==> config.mk <==
export PLATFORM = sky130hd
export DESIGN_NAME = coef_serializer
export DESIGN_NICKNAME = d
export VERILOG_FILES = /design/src/rtl/coef_serializer.sv
export SDC_FILE = /design/constraint.sdc
export NUM_CORES = 1
export LEC_CHECK = 0
export CAP_MARGIN = 20
export CORE_ASPECT_RATIO = 1.4
export CORE_MARGIN = 5
export CORE_UTILIZATION = 45
export CTS_CLUSTER_SIZE = 28
export DETAILED_ROUTE_END_ITERATION = 12
export HOLD_SLACK_MARGIN = 0.06
export PLACE_DENSITY_LB_ADDON = 0.1
export SLEW_MARGIN = 20
export SYNTH_ARGS = -nofsm -noshare
export SYNTH_HDL_FRONTEND = slang
export SYNTH_SLANG_ARGS = --single-unit
==> constraint.sdc <==
create_clock -name clk -period 20.6 [get_ports clk]
set_clock_uncertainty 0.2 [all_clocks]
set_input_delay 2.06 -clock clk [delete_from_list [all_inputs] [get_ports clk]]
set_output_delay 2.06 -clock clk [all_outputs]
set_load 0.01 [all_outputs]
==> src/rtl/coef_serializer.sv <==
// Parallel-to-serial converter for DCT coefficient vectors feeding the RLE encoder.
// Two banks: ACT drains one coefficient per beat while PND holds the next vector.
module coef_serializer #(
   parameter int unsigned DATA_W = 12,
   parameter int unsigned N      = 8,
   parameter int unsigned IDX_W  = $clog2(N)
) (
   input  logic                clk,
   input  logic                reset,
   input  logic                flush,
   input  logic                rev,
   input  logic                in_valid,
   output logic                in_ready,
   input  logic [N*DATA_W-1:0] in_vec,
   output logic                out_valid,
   input  logic                out_ready,
   output logic [DATA_W-1:0]   out_data,
   output logic [IDX_W-1:0]    out_idx,
   output logic                out_last
);

   localparam logic [IDX_W-1:0] IDX_LAST = IDX_W'(N - 1);

   logic [DATA_W-1:0] in_elem [N];
   logic [DATA_W-1:0] act_q   [N];
   logic [DATA_W-1:0] act_d   [N];
   logic [DATA_W-1:0] pnd_q   [N];
   logic [DATA_W-1:0] pnd_d   [N];

   logic              act_full_q, act_full_d;
   logic              pnd_full_q, pnd_full_d;
   logic              act_rev_q, act_rev_d;
   logic              pnd_rev_q, pnd_rev_d;
   logic [IDX_W-1:0]  idx_q, idx_d;
   logic [IDX_W-1:0]  sel_d;
   logic [DATA_W-1:0] out_data_d;
   logic [IDX_W-1:0]  out_idx_d;

   logic              in_fire;
   logic              out_fire;
   logic              idx_at_last;
   logic              act_free;

   for (genvar k = 0; k < N; k++) begin : g_unpack
      assign in_elem[k] = in_vec[k*DATA_W +: DATA_W];
   end

   assign out_valid   = act_full_q;
   assign in_fire     = in_valid & in_ready;
   assign out_fire    = act_full_q & out_ready;
   assign idx_at_last = (idx_q == IDX_LAST);
   assign act_free    = !act_full_q | (out_fire & idx_at_last);

   // Next-state: drain, PND->ACT refill, accept, then flush overrides everything.
   always_comb begin
      act_d      = act_q;
      pnd_d      = pnd_q;
      act_full_d = act_full_q;
      pnd_full_d = pnd_full_q;
      act_rev_d  = act_rev_q;
      pnd_rev_d  = pnd_rev_q;
      idx_d      = idx_q;
      out_data_d = out_data;
      out_idx_d  = out_idx;

      if (out_fire) begin
         if (idx_at_last) begin
            idx_d      = '0;
            act_full_d = 1'b0;
         end else begin
            idx_d = idx_q + IDX_W'(1);
         end
      end

      if (act_free && pnd_full_q) begin
         act_d      = pnd_q;
         act_rev_d  = pnd_rev_q;
         act_full_d = 1'b1;
         idx_d      = '0;
         pnd_full_d = 1'b0;
      end

      if (in_fire) begin
         if (act_free && !pnd_full_q) begin
            act_d      = in_elem;
            act_rev_d  = rev;
            act_full_d = 1'b1;
            idx_d      = '0;
         end else begin
            pnd_d      = in_elem;
            pnd_rev_d  = rev;
            pnd_full_d = 1'b1;
         end
      end

      if (flush) begin
         act_full_d = 1'b0;
         pnd_full_d = 1'b0;
         idx_d      = '0;
      end

      // Output data/index only move while a vector is live; they hold when empty.
      sel_d = act_rev_d ? (IDX_LAST - idx_d) : idx_d;
      if (act_full_d) begin
         out_data_d = act_d[sel_d];
         out_idx_d  = idx_d;
      end
   end

   always_ff @(posedge clk or posedge reset) begin
      if (reset) begin
         for (int k = 0; k < N; k++) begin
            act_q[k] <= '0;
            pnd_q[k] <= '0;
         end
         act_full_q <= 1'b0;
         pnd_full_q <= 1'b0;
         act_rev_q  <= 1'b0;
         pnd_rev_q  <= 1'b0;
         idx_q      <= '0;
         in_ready   <= 1'b1;
         out_data   <= '0;
         out_idx    <= '0;
         out_last   <= 1'b0;
      end else begin
         act_q      <= act_d;
         pnd_q      <= pnd_d;
         act_full_q <= act_full_d;
         pnd_full_q <= pnd_full_d;
         act_rev_q  <= act_rev_d;
         pnd_rev_q  <= pnd_rev_d;
         idx_q      <= idx_d;
         in_ready   <= !pnd_full_d;
         out_data   <= out_data_d;
         out_idx    <= out_idx_d;
         out_last   <= act_full_d & (idx_d == IDX_LAST);
      end
   end

endmodule

==> reports/metrics.yaml <==
status: "complete, no violations"
rsz0062_at_grt: "no"
whs_endpoint: "out_idx[0]"
p_leak_uw: 0.004772
powerDensity_nw_per_um2: 110.0
hpwl_mm: 16.18
cp_max_fo: 102
post-cts-setup-buffers: 0
syn2layout_area_growth_pct: 21.59
ys.flop_type: "dfrtp_1"
drtAntennaViolNets: 0
setup_tns_ns: 0
clockRootBuffer: "clkbuf_16"
pwr-share-seq_pct: 44.1
p_sw_uw: 386.9
netlist_area_sq_um: 9829
cp_data_arrival_time_ns: 5.85
whs_ns: 0.2924
syn_inst: 856
hold_buffers: 0
crit_required_ns: 20.77
hold_start: "out_idx[0]"
syn_nets: 960
track_usage_pct: 19.97
ir_drop_v: 0.00007050
place_inst: 1214
p_int_uw: 928.2
final_common_cell: "dfrtp_1"
postRouteWirelength_mm: 24.98
synth-async-reset-ratio_pct: 100.0
overflow: 0
final_cell_mix: "dfrtp_1, clkdlybuf4s50_1, mux2_2, o22ai_1, nor2_1"
floorplan.initialDensity_pct: 45.30
io_buffers: 119
synth_edf_count: 0
drt-initial-drc-count: 469
grt_max_degree: 143
slew_violations: 0
reg2reg_from: "idx_q[0]"
ys_top_cells_by_area: "dfrtp_1, mux2_2, o22ai_1"
synth_top_area_share_pct: 54.74
cp-start-kind: "input port"
setup_viol: 0
critical_path_class: "in2reg"
vias_per_cell: 5.542
layout.cells.non_filler: 1254
finalNetCount: 1046
core_area_sq_um: 21700
ys_ff_latch: 216
slew_headroom_pct: 25.43
yosysTopAreaCell: "dfrtp_1"
worst_pin_slew_ns: 1.119
row_count: 64
cap_violations: 0
clkTransAtPathRegs_ns: 0.06
routabilityCongestion: 0.7731
r2r_end: "out_data[5]"
grt_antenna_before_repair: 0
drive_gt1_share_pct: 19.75
min_period_ns: 5.681
ys_seq_area_share_pct: 55.00
cts_buffers: 22
multiInputGateArea_sq_um: 4135
seq_area_sq_um: 5406
die_w_um: 134.9
fillers: 1877
routed-via-count: 6950
grt_pass1_vias: 7229
whs_path_depth: 2
min_path_type: "reg2reg"
final.period_utilization_pct: 27.58
final-hold-violation-count: 0
diodes: 0
p_clk_share_pct: 29.3
ctsLongestPathBuffers: 3
insertion_delay_ns: 0.49
synth_warnings: 0
rr_worst_depth: 11
combPwrFrac_pct: 26.6
fmax_mhz: 176.0
ios: 120
htreeDepth: 1
end_kind: "flip-flop"
avgSynthCellArea_sq_um: 11.48
first_pass_iters: 4
cts_tree: "done"
grt_pass1_wl_mm: 40.15
cts_resized: 0
die_height_um: 184.9
synth_cell_types: 45
dieArea_sq_um: 24940
drc: 0
routedWlPerCell_um: 19.92
reg2reg_slack_ns: 16.30
swShare_pct: 29.42
cts_num_sinks: 216
[stage by stage]
stage	setup WS, ns	power, uW	area [sq um]	util, %
6_report	14.92	1315	11950	55.07
3_5_place_dp	14.41	937.6	11220	51.72
2_1_floorplan	12.43	819.2	9829	-
3_3_place_gp	14.46	930.0	11220	51.72
5_1_grt	14.59	1386	11950	55.07
4_1_cts	14.92	1326	11920	54.91
[power by group through the flow]
| stage | Sequential (uW) | Combinational (uW) | Clock, uW |
|---|---|---|---|
| finish | 580 | 350 | 386 |
| global route | 591 | 385 | 410 |
| CTS | 579 | 353 | 393 |
| detailed placement | 586 | 352 | 0 |
| global placement | 584 | 346 | 0 |
| floorplan | 577 | 242 | 0 |
[how the worst max path moves through the flow]
| stage | endpoint | slack (ns) | from | depth (start not counted) |
|---|---|---|---|---|
| CTS | out_data[11] | 14.92 | out_ready | 10 |
| floorplan | act_q[0] | 12.43 | reset | 1 |
| detailed placement | out_data[0] | 14.41 | out_ready | 10 |
| finish | out_data[5] | 14.92 | out_ready | 10 |
| global route | out_data[11] | 14.59 | out_ready | 10 |
| global placement | out_data[5] | 14.46 | out_ready | 10 |
[critical path: stages]
cell             delay (ns)
clkdlybuf4s50_1        0.59
a21bo_4                0.15
buf_4                  0.82
a32oi_4                0.25
xor2_4                 0.79
o21ai_2                0.06
buf_4                  0.26
mux2_1                 0.39
o2bb2ai_1              0.31
o41ai_2                0.12
[layout make-up]
class                   count  area share, %
repair buffers            133          11.01
well taps                 297          3.109
multi-input cells         563          34.60
flip-flops and latches    216          45.24
clock buffers              34          5.580
inverters                   6         0.2513
clock inverters             5         0.2094
[cells by family (layout without fill, tap and decap cells)]
logic type	count (synthesis)	in the layout	share of synthesized area, %
multiplexers	137	137	15.64
XOR/XNOR	2	2	0.3692
flip-flops	216	216	55.00
buffers and inverters	77	178	3.259
AO/OA/AOI/OAI	259	259	18.44
AND/OR/NAND/NOR	163	163	7.027
adder cells (fa/ha/maj)	2	2	0.2545
[synthesized netlist by cell type (3+ instances only)]
| library cell | number |
|---|---|
| mux2i_1 | 4 |
| a21oi_1 | 74 |
| clkbuf_1 | 48 |
| mux2_1 | 15 |
| nor3_1 | 25 |
| nand2_1 | 22 |
| dfrtp_1 | 215 |
| buf_1 | 7 |
| a21o_1 | 4 |
| o22ai_1 | 108 |
| buf_2 | 13 |
| o31a_1 | 12 |
| nor2_1 | 100 |
| inv_1 | 5 |
| a2bb2oi_1 | 24 |
| o2bb2ai_1 | 12 |
| and2_1 | 3 |
| mux2_2 | 118 |
| o41ai_2 | 11 |
| nand2b_1 | 4 |
[flip-flops by register name, indices dropped and copies added, names as in the netlist]
register and count:
in_ready 1, pnd_full_q 1, out_valid 1, out_idx 3
act_q 96, out_last 1, out_data 12, pnd_rev_q 1
act_rev_q 1, idx_q 3, pnd_q 96
[routing by layer]
metal	up-vias	global-route usage, %	routed length (um)
met2	109	34.32	12770
met5	-	0	0
li1	3352	-	-
met1	3476	27.47	11020
met3	13	2.663	923
met4	0	3.627	262
(Power assumes the default switching activity.)
